**src/rtl/trigger_source_arbiter_if.sv**
```systemverilog
// Trigger arbiter bundle: source requests and controls in, grant pulse and status out.
// slave = arbiter side, master = trigger-source / control side.
interface trigger_source_arbiter_if #(
    parameter int NUM_SRC   = 4,
    parameter int HOLDOFF_W = 8,
    parameter int CNT_W     = 16
);
    logic [NUM_SRC-1:0]   req_i;
    logic [NUM_SRC-1:0]   src_en_i;
    logic [HOLDOFF_W-1:0] holdoff_i;
    logic                 dead_i;
    logic                 clr_drop_i;
    logic                 grant_o;
    logic [NUM_SRC-1:0]   grant_src_o;
    logic [NUM_SRC-1:0]   pending_o;
    logic                 busy_o;
    logic [CNT_W-1:0]     drop_count_o;

    modport master (
        output req_i, src_en_i, holdoff_i, dead_i, clr_drop_i,
        input  grant_o, grant_src_o, pending_o, busy_o, drop_count_o
    );

    modport slave (
        input  req_i, src_en_i, holdoff_i, dead_i, clr_drop_i,
        output grant_o, grant_src_o, pending_o, busy_o, drop_count_o
    );
endinterface

```
**src/rtl/trigger_source_arbiter.sv**
```systemverilog
// Latches rising-edge trigger requests and grants them one at a time with holdoff and dead blocking.
// Define TRIG_ARB_ROUND_ROBIN_EN for rotating priority; default is fixed lowest-index priority.
module trigger_source_arbiter #(
    parameter int NUM_SRC   = 4,
    parameter int HOLDOFF_W = 8,
    parameter int CNT_W     = 16
) (
    input  logic                   clk250_i,
    input  logic                   rst_n_i,
    trigger_source_arbiter_if.slave bus
);

    localparam int IDX_W = (NUM_SRC > 1) ? $clog2(NUM_SRC) : 1;
    localparam logic [HOLDOFF_W-1:0] HOLD_ONE = {{(HOLDOFF_W-1){1'b0}}, 1'b1};
    localparam logic [NUM_SRC-1:0]   SRC_ONE  = {{(NUM_SRC-1){1'b0}}, 1'b1};

    typedef enum logic [0:0] {
        ST_IDLE    = 1'b0,
        ST_HOLDOFF = 1'b1
    } state_t;

    state_t               state_r;
    logic [NUM_SRC-1:0]   req_q_r;
    logic [NUM_SRC-1:0]   pending_r;
    logic                 grant_r;
    logic [NUM_SRC-1:0]   grant_src_r;
    logic                 busy_r;
    logic [HOLDOFF_W-1:0] hold_cnt_r;
    logic [CNT_W-1:0]     drop_cnt_r;

    logic [NUM_SRC-1:0]   req_edge_s;
    logic [NUM_SRC-1:0]   eligible_s;
    logic                 win_valid_s;
    logic [IDX_W-1:0]     win_idx_s;
    logic [NUM_SRC-1:0]   win_onehot_s;
    logic [NUM_SRC-1:0]   grant_now_s;
    logic [NUM_SRC-1:0]   drop_vec_s;
    logic [NUM_SRC-1:0]   pending_next_s;
    logic [CNT_W:0]       drop_sum_s;
    logic [CNT_W-1:0]     drop_next_s;

    function automatic logic [CNT_W:0] popcount(input logic [NUM_SRC-1:0] v);
        logic [CNT_W:0]     n;
        logic [NUM_SRC-1:0] sh;
        n = {(CNT_W+1){1'b0}};
        for (int i = 0; i < NUM_SRC; i++) begin
            sh = v >> i;
            n  = n + {{CNT_W{1'b0}}, sh[0]};
        end
        return n;
    endfunction

`ifdef TRIG_ARB_ROUND_ROBIN_EN
    localparam logic [IDX_W-1:0] LAST_INIT = IDX_W'(NUM_SRC - 1);

    logic [IDX_W-1:0] last_winner_r;

    // First eligible source at or after the one following the previous winner.
    function automatic logic [IDX_W-1:0] pick_rr(input logic [NUM_SRC-1:0] elig,
                                                 input logic [IDX_W-1:0]   last);
        logic [IDX_W-1:0]   win;
        logic               found;
        logic [NUM_SRC-1:0] sh;
        int                 idx;
        win   = {IDX_W{1'b0}};
        found = 1'b0;
        for (int i = 0; i < NUM_SRC; i++) begin
            idx = (int'(last) + 1 + i) % NUM_SRC;
            sh  = elig >> idx;
            if (!found && sh[0]) begin
                win   = IDX_W'(idx);
                found = 1'b1;
            end else begin
                found = found;
            end
        end
        return win;
    endfunction
`else
    function automatic logic [IDX_W-1:0] pick_fixed(input logic [NUM_SRC-1:0] elig);
        logic [IDX_W-1:0]   win;
        logic [NUM_SRC-1:0] sh;
        win = {IDX_W{1'b0}};
        for (int i = NUM_SRC - 1; i >= 0; i--) begin
            sh = elig >> i;
            if (sh[0]) begin
                win = IDX_W'(i);
            end else begin
                win = win;
            end
        end
        return win;
    endfunction
`endif

    // Edge detection, eligibility and winner selection for the current cycle.
    always_comb begin
        req_edge_s  = bus.req_i & ~req_q_r & bus.src_en_i;
        eligible_s  = pending_r & bus.src_en_i;
`ifdef TRIG_ARB_ROUND_ROBIN_EN
        win_idx_s   = pick_rr(eligible_s, last_winner_r);
`else
        win_idx_s   = pick_fixed(eligible_s);
`endif
        win_onehot_s = SRC_ONE << win_idx_s;
        if ((state_r == ST_IDLE) && (eligible_s != {NUM_SRC{1'b0}}) && !bus.dead_i) begin
            win_valid_s = 1'b1;
        end else begin
            win_valid_s = 1'b0;
        end
        if (win_valid_s) begin
            grant_now_s = win_onehot_s;
        end else begin
            grant_now_s = {NUM_SRC{1'b0}};
        end
    end

    // Pending update and saturating drop accounting; a re-edge on the granted source is re-latched, not dropped.
    always_comb begin
        pending_next_s = bus.src_en_i & ((pending_r & ~grant_now_s) | req_edge_s);
        drop_vec_s     = req_edge_s & pending_r & ~grant_now_s;
        drop_sum_s     = {1'b0, drop_cnt_r} + popcount(drop_vec_s);
        if (bus.clr_drop_i) begin
            drop_next_s = {CNT_W{1'b0}};
        end else if (drop_sum_s[CNT_W]) begin
            drop_next_s = {CNT_W{1'b1}};
        end else begin
            drop_next_s = drop_sum_s[CNT_W-1:0];
        end
    end

    // Request history, pending bits and drop counter.
    always_ff @(posedge clk250_i) begin
        if (!rst_n_i) begin
            req_q_r    <= {NUM_SRC{1'b0}};
            pending_r  <= {NUM_SRC{1'b0}};
            drop_cnt_r <= {CNT_W{1'b0}};
        end else begin
            req_q_r    <= bus.req_i;
            pending_r  <= pending_next_s;
            drop_cnt_r <= drop_next_s;
        end
    end

    // Grant/holdoff state machine with registered grant, source and busy outputs.
    always_ff @(posedge clk250_i) begin
        if (!rst_n_i) begin
            state_r       <= ST_IDLE;
            grant_r       <= 1'b0;
            grant_src_r   <= {NUM_SRC{1'b0}};
            busy_r        <= 1'b0;
            hold_cnt_r    <= {HOLDOFF_W{1'b0}};
`ifdef TRIG_ARB_ROUND_ROBIN_EN
            last_winner_r <= LAST_INIT;
`endif
        end else begin
            case (state_r)
                ST_IDLE: begin
                    if (win_valid_s) begin
                        state_r       <= ST_HOLDOFF;
                        grant_r       <= 1'b1;
                        grant_src_r   <= win_onehot_s;
                        busy_r        <= 1'b1;
                        hold_cnt_r    <= bus.holdoff_i;
`ifdef TRIG_ARB_ROUND_ROBIN_EN
                        last_winner_r <= win_idx_s;
`endif
                    end else begin
                        grant_r       <= 1'b0;
                        grant_src_r   <= {NUM_SRC{1'b0}};
                        busy_r        <= 1'b0;
                    end
                end
                ST_HOLDOFF: begin
                    grant_r     <= 1'b0;
                    grant_src_r <= {NUM_SRC{1'b0}};
                    if (hold_cnt_r == {HOLDOFF_W{1'b0}}) begin
                        state_r <= ST_IDLE;
                        busy_r  <= 1'b0;
                    end else begin
                        hold_cnt_r <= hold_cnt_r - HOLD_ONE;
                        busy_r     <= 1'b1;
                    end
                end
                default: begin
                    state_r     <= ST_IDLE;
                    grant_r     <= 1'b0;
                    grant_src_r <= {NUM_SRC{1'b0}};
                    busy_r      <= 1'b0;
                    hold_cnt_r  <= {HOLDOFF_W{1'b0}};
                end
            endcase
        end
    end

    assign bus.grant_o      = grant_r;
    assign bus.grant_src_o  = grant_src_r;
    assign bus.pending_o    = pending_r;
    assign bus.busy_o       = busy_r;
    assign bus.drop_count_o = drop_cnt_r;

endmodule

```
**src/flat_wrapper.sv**
```systemverilog
// flat-port wrapper written by rule: the top's interface ports become plain ports
module trigger_source_arbiter_flat 
#(
    parameter int NUM_SRC   = 4,
    parameter int HOLDOFF_W = 8,
    parameter int CNT_W     = 16
)
  (clk250_i, rst_n_i, bus_req_i, bus_src_en_i, bus_holdoff_i, bus_dead_i, bus_clr_drop_i, bus_grant_o, bus_grant_src_o, bus_pending_o, bus_busy_o, bus_drop_count_o);
  trigger_source_arbiter_if #(.NUM_SRC(NUM_SRC), .HOLDOFF_W(HOLDOFF_W), .CNT_W(CNT_W)) bus_i ();
  input  logic clk250_i;
  input  logic rst_n_i;
  input wire logic [$bits(bus_i.req_i)-1:0] bus_req_i;
  input wire logic [$bits(bus_i.src_en_i)-1:0] bus_src_en_i;
  input wire logic [$bits(bus_i.holdoff_i)-1:0] bus_holdoff_i;
  input wire logic [$bits(bus_i.dead_i)-1:0] bus_dead_i;
  input wire logic [$bits(bus_i.clr_drop_i)-1:0] bus_clr_drop_i;
  output wire logic [$bits(bus_i.grant_o)-1:0] bus_grant_o;
  output wire logic [$bits(bus_i.grant_src_o)-1:0] bus_grant_src_o;
  output wire logic [$bits(bus_i.pending_o)-1:0] bus_pending_o;
  output wire logic [$bits(bus_i.busy_o)-1:0] bus_busy_o;
  output wire logic [$bits(bus_i.drop_count_o)-1:0] bus_drop_count_o;
  assign bus_i.req_i = bus_req_i;
  assign bus_i.src_en_i = bus_src_en_i;
  assign bus_i.holdoff_i = bus_holdoff_i;
  assign bus_i.dead_i = bus_dead_i;
  assign bus_i.clr_drop_i = bus_clr_drop_i;
  assign bus_grant_o = bus_i.grant_o;
  assign bus_grant_src_o = bus_i.grant_src_o;
  assign bus_pending_o = bus_i.pending_o;
  assign bus_busy_o = bus_i.busy_o;
  assign bus_drop_count_o = bus_i.drop_count_o;
  trigger_source_arbiter #(.NUM_SRC(NUM_SRC), .HOLDOFF_W(HOLDOFF_W), .CNT_W(CNT_W)) u_core (.clk250_i(clk250_i), .rst_n_i(rst_n_i), .bus(bus_i));
endmodule
```
**config.mk**
```make
export PLATFORM = sky130hd
export DESIGN_NAME = trigger_source_arbiter_flat
export DESIGN_NICKNAME = d
export VERILOG_FILES = /design/src/rtl/trigger_source_arbiter_if.sv /design/src/rtl/trigger_source_arbiter.sv /design/src/flat_wrapper.sv
export SDC_FILE = /design/constraint.sdc
export NUM_CORES = 1
export LEC_CHECK = 0
export CORE_MARGIN = 4
export CORE_UTILIZATION = 40
export CTS_BUF_LIST = sky130_fd_sc_hd__clkbuf_4 sky130_fd_sc_hd__clkbuf_8
export DETAILED_ROUTE_END_ITERATION = 10
export PLACE_DENSITY = 0.69
export SYNTH_ARGS = -nofsm -noshare
export SYNTH_HDL_FRONTEND = slang
export SYNTH_SLANG_ARGS = --single-unit
```
**constraint.sdc**
```tcl
create_clock -name clk250_i -period 4.1 [get_ports clk250_i]
set_input_delay 0.82 -clock clk250_i [delete_from_list [all_inputs] [get_ports clk250_i]]
set_output_delay 0.82 -clock clk250_i [all_outputs]
set_load 0.02 [all_outputs]
```
==> results of run 1 <==
stage by stage:
stage | total power, mW | util (%) | std cells | area (um2) | setup WS (ns)
final | 0.810 | 56.6 | 350 | 2680 | 0.232
after global routing | 0.843 | 56.6 | 350 | 2680 | 0.00530
after CTS | 0.818 | 56.6 | 350 | 2680 | 0.202
after detailed placement | 0.507 | 54.3 | 342 | 2570 | -0.0838
after global placement | 0.507 | 54.3 | 342 | 2570 | -0.00945
after floorplan | 0.464 | - | 222 | 1940 | 0.256
cells by family after synthesis:
kind of cell	Yosys count	synth area share, %
compound gates	68	25.0
buf+inv	18	3.60
fa+ha+maj	8	5.92
xor+xnor	8	3.60
flops	38	39.1
simple gates	82	22.7
worst max-delay path by stage:
stage	from	end	slack [ns]
2_1_floorplan	bus_src_en_i[0]	u_core.bus.drop_count_o[13]	0.26
3_3_place_gp	bus_src_en_i[1]	u_core.bus.drop_count_o[13]	-0.009
3_5_place_dp	bus_src_en_i[0]	u_core.bus.drop_count_o[13]	-0.08
4_1_cts	bus_src_en_i[0]	u_core.bus.drop_count_o[4]	0.20
5_1_grt	bus_src_en_i[0]	u_core.bus.drop_count_o[4]	0.005
6_report	bus_src_en_i[0]	u_core.bus.drop_count_o[3]	0.23
critical path: stages:
cell             delay (ns)
clkdlybuf4s50_1        0.48
nand2_1                0.07
a2111oi_0              0.43
ha_1                   0.33
fa_1                   0.47
ha_1                   0.24
fa_1                   0.39
a21o_1                 0.22
and3_1                 0.21
nand3_1                0.11
buf_4                  0.15
a21oi_1                0.07
layout by cell type (no fill, tap or decap), drive strengths merged, types with 3 or more instances in the layout:
| cell | n |
|---|---|
| clkinv | 3 |
| nor2 | 15 |
| ha | 6 |
| a311oi | 3 |
| nor3 | 6 |
| clkbuf | 5 |
| and3 | 4 |
| a21o | 3 |
| buf | 16 |
| or4 | 3 |
| o32ai | 4 |
| and2 | 5 |
| nand2b | 4 |
| o21a | 4 |
| nand2 | 23 |
| dfxtp | 38 |
| a21oi | 25 |
| xor2 | 4 |
| o21ai | 5 |
| a31oi | 3 |
| nand3 | 6 |
| inv | 9 |
| o22ai | 3 |
| a2bb2oi | 3 |
| clkdlybuf4s50 | 45 |
| nor4 | 6 |
| a211oi | 4 |
| xnor2 | 4 |
where the power goes:
part           leakage [nW]  switching, mW  total [mW]  internal, mW
sequential            0.308        0.00823       0.387         0.379
combinational         0.647         0.0563       0.113        0.0563
clock                0.0579          0.131       0.310         0.179
total                  1.01          0.196       0.810         0.614
Yosys cell counts, types with 2 or more instances:
library cell	n	area share (%)
dfxtp_1	38	39
a21oi_1	25	6.4
nand2_1	23	4.4
nor2_1	14	2.7
inv_1	9	1.7
ha_1	6	3.9
nand3_1	6	1.5
nor3_1	6	1.5
nor4_1	6	1.9
and2_1	5	1.6
clkbuf_1	5	0.97
a211oi_1	4	1.5
and3_1	4	1.3
nand2b_1	4	1.3
o21ai_0	4	1.0
o32ai_1	4	1.8
xnor2_1	4	1.8
xor2_1	4	1.8
a21o_1	3	1.2
a2bb2oi_1	3	1.4
a31oi_1	3	0.97
o21a_1	3	1.2
o22ai_1	3	0.97
a22oi_1	2	0.77
a311oi_1	2	0.90
and4_1	2	0.90
buf_2	2	0.51
fa_1	2	2.1
nand4_1	2	0.64
nor2b_1	2	0.64
nor3b_1	2	0.77
or4_1	2	0.77
per-layer routing:
| layer | wire length (um) | share of wire, % | track usage [%] |
|---|---|---|---|
| met1 | 2250 | 49 | 22.8 |
| met2 | 2040 | 44 | 24.1 |
| met3 | 251 | 5.5 | 3.13 |
| met4 | 57 | 1.2 | 5.87 |
| met5 | 0 | 0 | 0 |
final cells by class:
class	count	area share (%)
clock buffers	5	2.57
clock inverters	3	1.50
inverters	10	1.40
multi-input cells	166	41.6
flip-flops and latches	38	28.4
well taps	67	3.13
repair buffers	61	21.3
registers in the layout, indices dropped and copies added, names as in the netlist:
register,flops
u_core.bus.grant_o,1
u_core.state_r,1
u_core.bus.drop_count_o,16
u_core.hold_cnt_r,8
u_core.bus.pending_o,4
u_core.req_q_r,4
u_core.bus.grant_src_o,4
==> metrics.md, run 1 <==
| Metric | Value |
|---|---|
| Rel. slew slack | `about 56%` |
| Initial antenna violation count | `0` |
| Final ANT Viol Nets | `0` |
| Multi-input gate area | `0.00111 mm2` |
| Min-Delay Path Depth | `2` |
| Worst R2R Setup Slack | `around 0.76 ns` |
| Minimum clock period | `3.87 ns` |
| Clock slew at reported path FFs | `0.08 ns` |
| Critical path fanouts, max | `6` |
| Drt first-iter violations | `108` |
| Dpl hpwl | `3390 um` |
| FF+latch area | `between 700 and 800 um2` |
| Root buffer cell | `clkbuf_8` |
| Drt first pass iters | `4` |
| Filler cells | `~420` |
| Top_reg_cell synth | `dfxtp_1` |
| Critical path capture point type | `flip-flop` |
| CTS tree | `yes` |
| Vias/cell | `5.17` |
| Setup TNS | `0 ns` |
| Share of layout cells above drive strength 1 | `11.3%` |
| Yosys warnings | `0` |
| Post-synthesis sequential area ratio | `approximately 40%` |
| Arrival @ worst endpoint | `between 4 and 5 ns` |
| Pwr Density | `303 mW/mm2` |
| Unrepaired setup endpoints after global routing | `no` |
| Die area | `0.00604 mm2` |
| FF-to-FF Start | `u_core.state_r` |
| Final wirelength | `4600 um` |
| Worst reg-to-reg path cell count | `12` |
| IO Count | `46` |
| Initial Util | `between 40% and 50%` |
| Drt wl/cell | `approximately 13 um` |
| Die extent in y | `between 70 and 80 um` |
| Fin nets | `310` |
| Syn Inst Count | `roughly 220` |
| Unique cell type count in the Yosys netlist | `50` |
| First-pass GRT wire length | `8010 um` |
| Hold EP | `u_core.hold_cnt_r[7]` |
| Outcome | `completed` |
| Critical path class | `input pin to flip-flop` |
| Die width | `around 80 um` |
| Area delta synth->final | `37.6%` |
| Vias | `1809` |
| Leak | `between 1 and 1.5 nW` |
| Post-CTS Setup Bufs | `0` |
| Vias in the first global route | `1756` |
| Max Clk Rate | `0.259 GHz` |
| CTS-repair resized insts | `0` |
| CP Launch Type | `input pin` |
| Worst-Margin Slew | `0.656 ns` |
| Global route overflow | `0` |
| Final Cycle Share | `94.3%` |
| Largest net degree at the start of global routing | `19` |
| Hold WC Path Type | `flip-flop to flip-flop` |
| Worst-case vdd ir drop | `154 uV` |
| Num rows | `25` |
| Max-cap check violation count | `0` |
| Area of the mapped netlist | `0.00194 mm2` |
| Hold_sp | `u_core.hold_cnt_r[7]` |
| Final Max Slew Viols | `0` |
| Asr flop ratio synth | `0%` |
| Critical path required time | `4.24 ns` |
| R2r endpoint | `u_core.bus.drop_count_o[3]` |
| GRT Total Usage | `16.1%` |
| CORE AREA | `approximately 0.0047 mm2` |
| Final GP Congestion | `0.815` |
| Final hold violations | `0` |
| Clk_skew | `0.00752 ns` |
| IO buf count | `45` |
| Synth Register Bits | `38` |
| N_diodes | `0` |
| Synthesized area per cell | `8.76 um2` |
| Hold WS | `0.461 ns` |
| EDFF count, synth | `0` |
| Hold_buf cts | `0` |
| CTS Buf Count | `5` |
| Sink Count | `38` |
| Clock Tree Buf Depth | `2` |
| Worst skew pair latency | `0.29 ns` |
| DRC viols | `0` |
| Syn Nets | `250` |
| Final setup vio count | `0` |
| H-tree depth | `2` |
Power figures use the tool's default switching activity.
==> run 2: changes to the inputs <==
--- a/config.mk
+++ b/config.mk
@@ -5,11 +5,13 @@
 export SDC_FILE = /design/constraint.sdc
 export NUM_CORES = 1
 export LEC_CHECK = 0
+export CELL_PAD_IN_SITES_DETAIL_PLACEMENT = 1
+export CELL_PAD_IN_SITES_GLOBAL_PLACEMENT = 1
 export CORE_MARGIN = 4
-export CORE_UTILIZATION = 40
+export CORE_UTILIZATION = 34
 export CTS_BUF_LIST = sky130_fd_sc_hd__clkbuf_4 sky130_fd_sc_hd__clkbuf_8
 export DETAILED_ROUTE_END_ITERATION = 10
-export PLACE_DENSITY = 0.69
+export PLACE_DENSITY_LB_ADDON = 0.1
 export SYNTH_ARGS = -nofsm -noshare
 export SYNTH_HDL_FRONTEND = slang
 export SYNTH_SLANG_ARGS = --single-unit
==> metrics.md, run 2 (synthesis gave the netlist of run 1 again) <==
| Metric | Value |
|---|---|
| Worst setup slack after layout | `0.246 ns (+0.0138 ns)` |
| Final hold violations | `0 (unchanged)` |
| Fin nets | `309 (-0.32%)` |
| Post-CTS Setup Bufs | `0 (unchanged)` |
| FF+latch area | `761 um2 (unchanged)` |
| Final Max Slew Viols | `0 (unchanged)` |
| Initial antenna violation count | `0 (unchanged)` |
| Global route overflow | `0 (unchanged)` |
| Largest net degree at the start of global routing | `17 (-2)` |
| First-pass GRT wire length | `9420 um (+18%)` |
| Hold WS | `0.472 ns (+0.0104 ns)` |
| Die area | `0.00699 mm2 (+16%)` |
| Clk_skew | `0.00332 ns (-0.00420 ns)` |
| N_diodes | `0 (unchanged)` |
| Leak | `0.997 nW (-1.7%)` |
| Die extent in y | `83.6 um (+7.6%)` |
| Root buffer cell | `clkbuf_8` |
| Worst reg-to-reg path cell count | `11 (-1)` |
| GRT Total Usage | `16.3% (+0.15 points)` |
| CTS Buf Count | `5 (unchanged)` |
| Hold_sp | `u_core.hold_cnt_r[7]` |
| Clock slew at reported path FFs | `0.08 ns (about the same)` |
| Final Core Density | `48.0% (-8.6 points)` |
| Critical path capture point type | `flip-flop` |
| Die width | `83.6 um (+7.6%)` |
| Final ANT Viol Nets | `0 (unchanged)` |
| Pwr Density | `291 mW/mm2 (-3.7%)` |
| R2r endpoint | `u_core.bus.drop_count_o[8]` |
| Dpl ws | `-0.113 ns (-0.0291 ns)` |
| Crit path max-delay family | `adder cells` |
| Worst-Margin Slew | `0.612 ns (-0.0436 ns)` |
| IO Count | `46 (unchanged)` |
| Minimum clock period | `3.85 ns (-0.0138 ns)` |
| Arrival @ worst endpoint | `4.00 ns (about the same)` |
| Worst skew pair latency | `0.29 ns (about the same)` |
| CTS tree | `yes` |
| Vias in the first global route | `1940 (+10%)` |
| Outcome | `completed` |
| Max-cap check violation count | `0 (unchanged)` |
| Hold_buf cts | `0 (unchanged)` |
| Sink Count | `38 (unchanged)` |
| Worst R2R Setup Slack | `0.87 ns (+0.11 ns)` |
| Clock Tree Buf Depth | `2 (unchanged)` |
| H-tree depth | `2 (unchanged)` |
| Commonest non-fill, non-tap cell in the layout | `clkdlybuf4s50_1` |
| Critical path required time | `4.25 ns (about the same)` |
| CP Launch Type | `input pin` |
| Min-Delay Path Depth | `2 (unchanged)` |
| Area delta synth->final | `36.9%` |
| Filler cells | `665 (+59%)` |
| Largest register FFs | `16 (unchanged)` |
| IO buf count | `45 (unchanged)` |
| Final GP Congestion | `0.793 (-2.7%)` |
| Setup TNS | `0 ns (unchanged)` |
| Num rows | `27 (+8.0%)` |
| Most frequent cells in the layout | `clkdlybuf4s50_1 (45), dfxtp_1 (38), a21oi_1 (25)` |
| Share of layout cells above drive strength 1 | `11.0% (-0.31 points)` |
| Final setup vio count | `0 (unchanged)` |
| Crit-path max cell delay | `0.48 ns (about the same)` |
| Dpl hpwl | `4150 um (+22%)` |
| Initial Util | `35.1% (-6.1 points)` |
| Hold EP | `u_core.hold_cnt_r[7]` |
| Hold WC Path Type | `flip-flop to flip-flop` |
| CORE AREA | `0.00554 mm2 (+17%)` |
| Drt first-iter violations | `58 (-46%)` |
| Critical path class | `input pin to flip-flop` |
| Rel. slew slack | `59.2% (+3.0 points)` |
| Critical path fanouts, max | `7 (+1)` |
| Vias | `1865 (+3.1%)` |
| Vias/cell | `5.27 (+1.9%)` |
| Final wirelength | `5400 um (+17%)` |
| Max Clk Rate | `0.259 GHz (+0.36%)` |
| Multi-input gate area | `0.00111 mm2 (+0.11%)` |
| CTS-repair resized insts | `0 (unchanged)` |
| FF-to-FF Start | `u_core.bus.pending_o[1]` |
| Worst-case vdd ir drop | `116 uV (-25%)` |
| Final Cycle Share | `94.0% (-0.34 points)` |
| DRC viols | `0 (unchanged)` |
| Cell Chain, Critical Path | `clkdlybuf4s50_1 -> nand2_1 -> a2111oi_1 -> ha_1 -> fa_1 -> ha_1 -> fa_1 -> a21o_1 -> and3_1 -> nand3_1 -> buf_4 -> a21oi_1` |
| Drt first pass iters | `4 (unchanged)` |
| Drt wl/cell | `15.3 um (+16%)` |
| Worst Path Buf+Inv | `2 (unchanged)` |
| Slowest-stage cell, CP | `clkdlybuf4s50_1` |
| Unrepaired setup endpoints after global routing | `no` |
[run 2: final cells by class]
class | instances | area share (%)
multi-input cells | 166 | 41.9
flip-flops and latches | 38 | 28.6
repair buffers | 60 | 21.2
well taps | 72 | 3.39
clock buffers | 6 | 3.10
inverters | 10 | 1.41
clock inverters | 2 | 0.470
[run 2: worst max path at each step]
stage | start | endpoint | cells past startpoint
floorplan | bus_src_en_i[0] | u_core.bus.drop_count_o[13] | 11
global placement | bus_src_en_i[0] | u_core.bus.drop_count_o[7] | 12
detailed placement | bus_src_en_i[0] | u_core.bus.drop_count_o[8] | 12
CTS | bus_src_en_i[0] | u_core.bus.drop_count_o[8] | 12
global route | bus_src_en_i[0] | u_core.bus.drop_count_o[5] | 12
finish | bus_src_en_i[0] | u_core.bus.drop_count_o[8] | 12
[run 2: metal layers]
layer | up-vias | routed length, um | track usage (%) | part of all wire [%]
met4 | 0 | 91 | 5.26 | 1.7
met5 | - | 0 | 0 | 0
li1 | 939 | - | - | -
met3 | 7 | 176 | 3.75 | 3.3
met1 | 889 | 2400 | 20.0 | 44
met2 | 30 | 2730 | 27.8 | 51
[run 2: power breakdown]
part	switching [mW]	leakage (nW)	total (mW)	internal, mW
Clock	0.136	0.0472	0.271	0.135
Sequential	0.00870	0.308	0.388	0.379
Combinational	0.0596	0.641	0.117	0.0571
[run 2: through the flow]
| stage | power (mW) | cell area, um2 | instances |
|---|---|---|---|
| floorplan | 0.464 | 1940 | 222 |
| global placement | 0.511 | 2560 | 346 |
| detailed placement | 0.513 | 2560 | 346 |
| CTS | 0.785 | 2660 | 354 |
| global route | 0.811 | 2660 | 354 |
| finish | 0.776 | 2660 | 354 |
[run 2: worst register-to-register path: stages, from the launching register on]
cell,delay [ns]
dfxtp_1,0.39
nand2_1,0.10
a2111oi_1,0.40
ha_1,0.32
fa_1,0.47
ha_1,0.24
fa_1,0.40
a21o_1,0.23
and3_1,0.22
nand3_1,0.12
buf_4,0.16
a21oi_1,0.06
==> run 3: changes to the inputs <==
--- a/config.mk
+++ b/config.mk
@@ -8,9 +8,10 @@
 export CELL_PAD_IN_SITES_DETAIL_PLACEMENT = 1
 export CELL_PAD_IN_SITES_GLOBAL_PLACEMENT = 1
 export CORE_MARGIN = 4
-export CORE_UTILIZATION = 34
-export CTS_BUF_LIST = sky130_fd_sc_hd__clkbuf_4 sky130_fd_sc_hd__clkbuf_8
+export CORE_UTILIZATION = 33
 export DETAILED_ROUTE_END_ITERATION = 10
+export GPL_TIMING_DRIVEN = 0
+export MAX_ROUTING_LAYER = met4
 export PLACE_DENSITY_LB_ADDON = 0.1
 export SYNTH_ARGS = -nofsm -noshare
 export SYNTH_HDL_FRONTEND = slang
==> metrics.md, run 3 (synthesis gave the netlist of run 1 again) <==
| Metric | Value |
|---|---|
| Drt first pass iters | `4 (unchanged)` |
| Commonest non-fill, non-tap cell in the layout | `clkdlybuf4s50_1` |
| Clock slew at reported path FFs | `0.07 ns (about the same)` |
| Global route overflow | `0 (unchanged)` |
| Rel. slew slack | `64.6% (+5.4 points)` |
| Final wirelength | `5410 um (+0.15%)` |
| Max Clk Rate | `0.254 GHz (-2.2%)` |
| Num rows | `27 (unchanged)` |
| IO buf count | `44 (-2.2%)` |
| Final hold violations | `0 (unchanged)` |
| Final ANT Viol Nets | `0 (unchanged)` |
| Cell Chain, Critical Path | `clkdlybuf4s50_1 -> nand2_4 -> a2111oi_4 -> ha_1 -> fa_1 -> ha_2 -> fa_1 -> a21o_1 -> and3_2 -> nand3_2 -> clkbuf_8 -> a21oi_1` |
| Arrival @ worst endpoint | `4.09 ns (+0.09 ns)` |
| Clock Tree Buf Depth | `2 (unchanged)` |
| Filler cells | `692 (+4.1%)` |
| CTS-repair resized insts | `7 (+7)` |
| Pwr Density | `287 mW/mm2 (-1.5%)` |
| Largest net degree at the start of global routing | `12 (-5)` |
| Die width | `84.8 um (+1.4%)` |
| Final Max Slew Viols | `0 (unchanged)` |
| Vias | `1848 (-0.91%)` |
| Post-CTS Setup Bufs | `0 (unchanged)` |
| Most frequent cells in the layout | `clkdlybuf4s50_1 (44), dfxtp_1 (38), a21oi_1 (25)` |
| CTS Buf Count | `5 (unchanged)` |
| CP Launch Type | `input pin` |
| Hold_buf cts | `0 (unchanged)` |
| Critical path required time | `4.25 ns (about the same)` |
| Worst-case vdd ir drop | `136 uV (+18%)` |
| GRT Total Usage | `16.4% (+0.17 points)` |
| Critical path capture point type | `flip-flop` |
| H-tree depth | `2 (unchanged)` |
| Vias/cell | `5.36 (+1.7%)` |
| Initial antenna violation count | `0 (unchanged)` |
| Worst Path Buf+Inv | `2 (unchanged)` |
| Final Cycle Share | `96.1% (+2.1 points)` |
| Final setup vio count | `0 (unchanged)` |
| Tot Pwr | `748 uW (-3.6%)` |
| Multi-input gate area | `0.00115 mm2 (+3.5%)` |
| DRC viols | `0 (unchanged)` |
| Fin cells | `345 (-2.5%)` |
| Worst-Margin Slew | `0.531 ns (-0.0810 ns)` |
| N_diodes | `0 (unchanged)` |
| Unrepaired setup endpoints after global routing | `no` |
| Slowest-stage cell, CP | `clkdlybuf4s50_1` |
| Critical path fanouts, max | `10 (+3)` |
| Critical path class | `input pin to flip-flop` |
| IO Count | `46 (unchanged)` |
| Die extent in y | `84.8 um (+1.4%)` |
| Die area | `0.00718 mm2 (+2.7%)` |
| Dpl hpwl | `4040 um (-2.5%)` |
| Area delta synth->final | `33.9%` |
| Vias in the first global route | `1971 (+1.6%)` |
| Crit path max-delay family | `adder cells` |
| Root buffer cell | `clkbuf_8` |
| Initial Util | `34.7% (-0.42 points)` |
| Clk_skew | `0.00402 ns (+0.000698 ns)` |
| Worst skew pair latency | `0.29 ns (about the same)` |
| Max-cap check violation count | `0 (unchanged)` |
| FF+latch area | `761 um2 (unchanged)` |
| Hold WS | `0.469 ns (-0.00300 ns)` |
| Hold WC Path Type | `flip-flop to flip-flop` |
| CORE AREA | `0.00561 mm2 (+1.2%)` |
| Largest register FFs | `16 (unchanged)` |
| CTS tree | `yes` |
| Sink Count | `38 (unchanged)` |
| Most used cell, CP | `fa_1` |
| Leak | `0.946 nW (-5.1%)` |
| Minimum clock period | `3.94 ns (+0.0852 ns)` |
| First-pass GRT wire length | `9410 um (about the same)` |
| Drt first-iter violations | `32 (-45%)` |
| Share of layout cells above drive strength 1 | `9.16% (-1.8 points)` |
| Drt wl/cell | `15.7 um (+2.8%)` |
| # placed instances | `338 (-2.3%)` |
| Crit-path max cell delay | `0.53 ns (+0.05 ns)` |
| Final GP Congestion | `0.767 (-3.4%)` |
| Fin nets | `301 (-2.6%)` |
| Outcome | `completed` |
==> run 3: cell count changes in the layout (fill, tap and decap cells not counted), sizes merged <==
cell	change
clkbuf	+4
buf	-12
clkinv	+1
clkinvlp	-1
clkdlybuf4s50	-1
==> run 3: routing by layer <==
metal	vias up	GRT usage [%]	wire, um
li1	924	-	-
met1	887	20.7	2520
met2	29	26.0	2640
met3	8	3.43	169
met4	0	5.76	75
met5	-	-	0
==> run 3: final cells by class <==
type,instances,share of cell area (%)
Multi-Input combinational cell,166,44.3
Clock buffer,5,2.64
Sequential cell,38,29.2
Inverter,10,1.44
Clock inverter,2,0.384
Buffer,8,1.63
Tap cell,72,3.46
Timing Repair Buffer,44,16.9
==> run 3: worst paths after layout <==
| path | from | endpoint | slack, ns | cells after the start |
|---|---|---|---|---|
| hold reg to reg | u_core.hold_cnt_r[7] | u_core.hold_cnt_r[7] | 0.47 | 2 |
| hold / removal | u_core.hold_cnt_r[7] | u_core.hold_cnt_r[7] | 0.47 | 2 |
| setup reg to reg | u_core.state_r | u_core.bus.drop_count_o[2] | 0.49 | 12 |
| setup / recovery | bus_src_en_i[0] | u_core.bus.drop_count_o[2] | 0.16 | 12 |
==> run 3: stage by stage <==
step / util [%] / setup TNS [ns] / cell area [um2] / setup WS (ns)
6_report: 46.4 / 0 / 2600 / 0.161
3_5_place_dp: 44.1 / -8.80 / 2470 / -0.759
4_1_cts: 46.0 / 0 / 2580 / 0.0595
5_1_grt: 46.4 / 0 / 2600 / 0.0244
2_1_floorplan: - / 0 / 1940 / 0.256
3_3_place_gp: 44.1 / -8.33 / 2470 / -0.724
==> run 3: worst reg2reg max path: cells and delay by family (launching register included) <==
kind | cells | cell delay [ns]
simple gates | 3 | 0.66
buf+inv | 2 | 0.48
compound gates | 3 | 0.50
fa+ha+maj | 4 | 1.38
flops | 1 | 0.46
==> run 3: power by group <==
part | leakage [nW] | switching (mW) | internal, mW
registers | 0.308 | 0.00938 | 0.379
clock network | 0.0438 | 0.130 | 0.114
logic | 0.594 | 0.0611 | 0.0536
total | 0.946 | 0.201 | 0.547
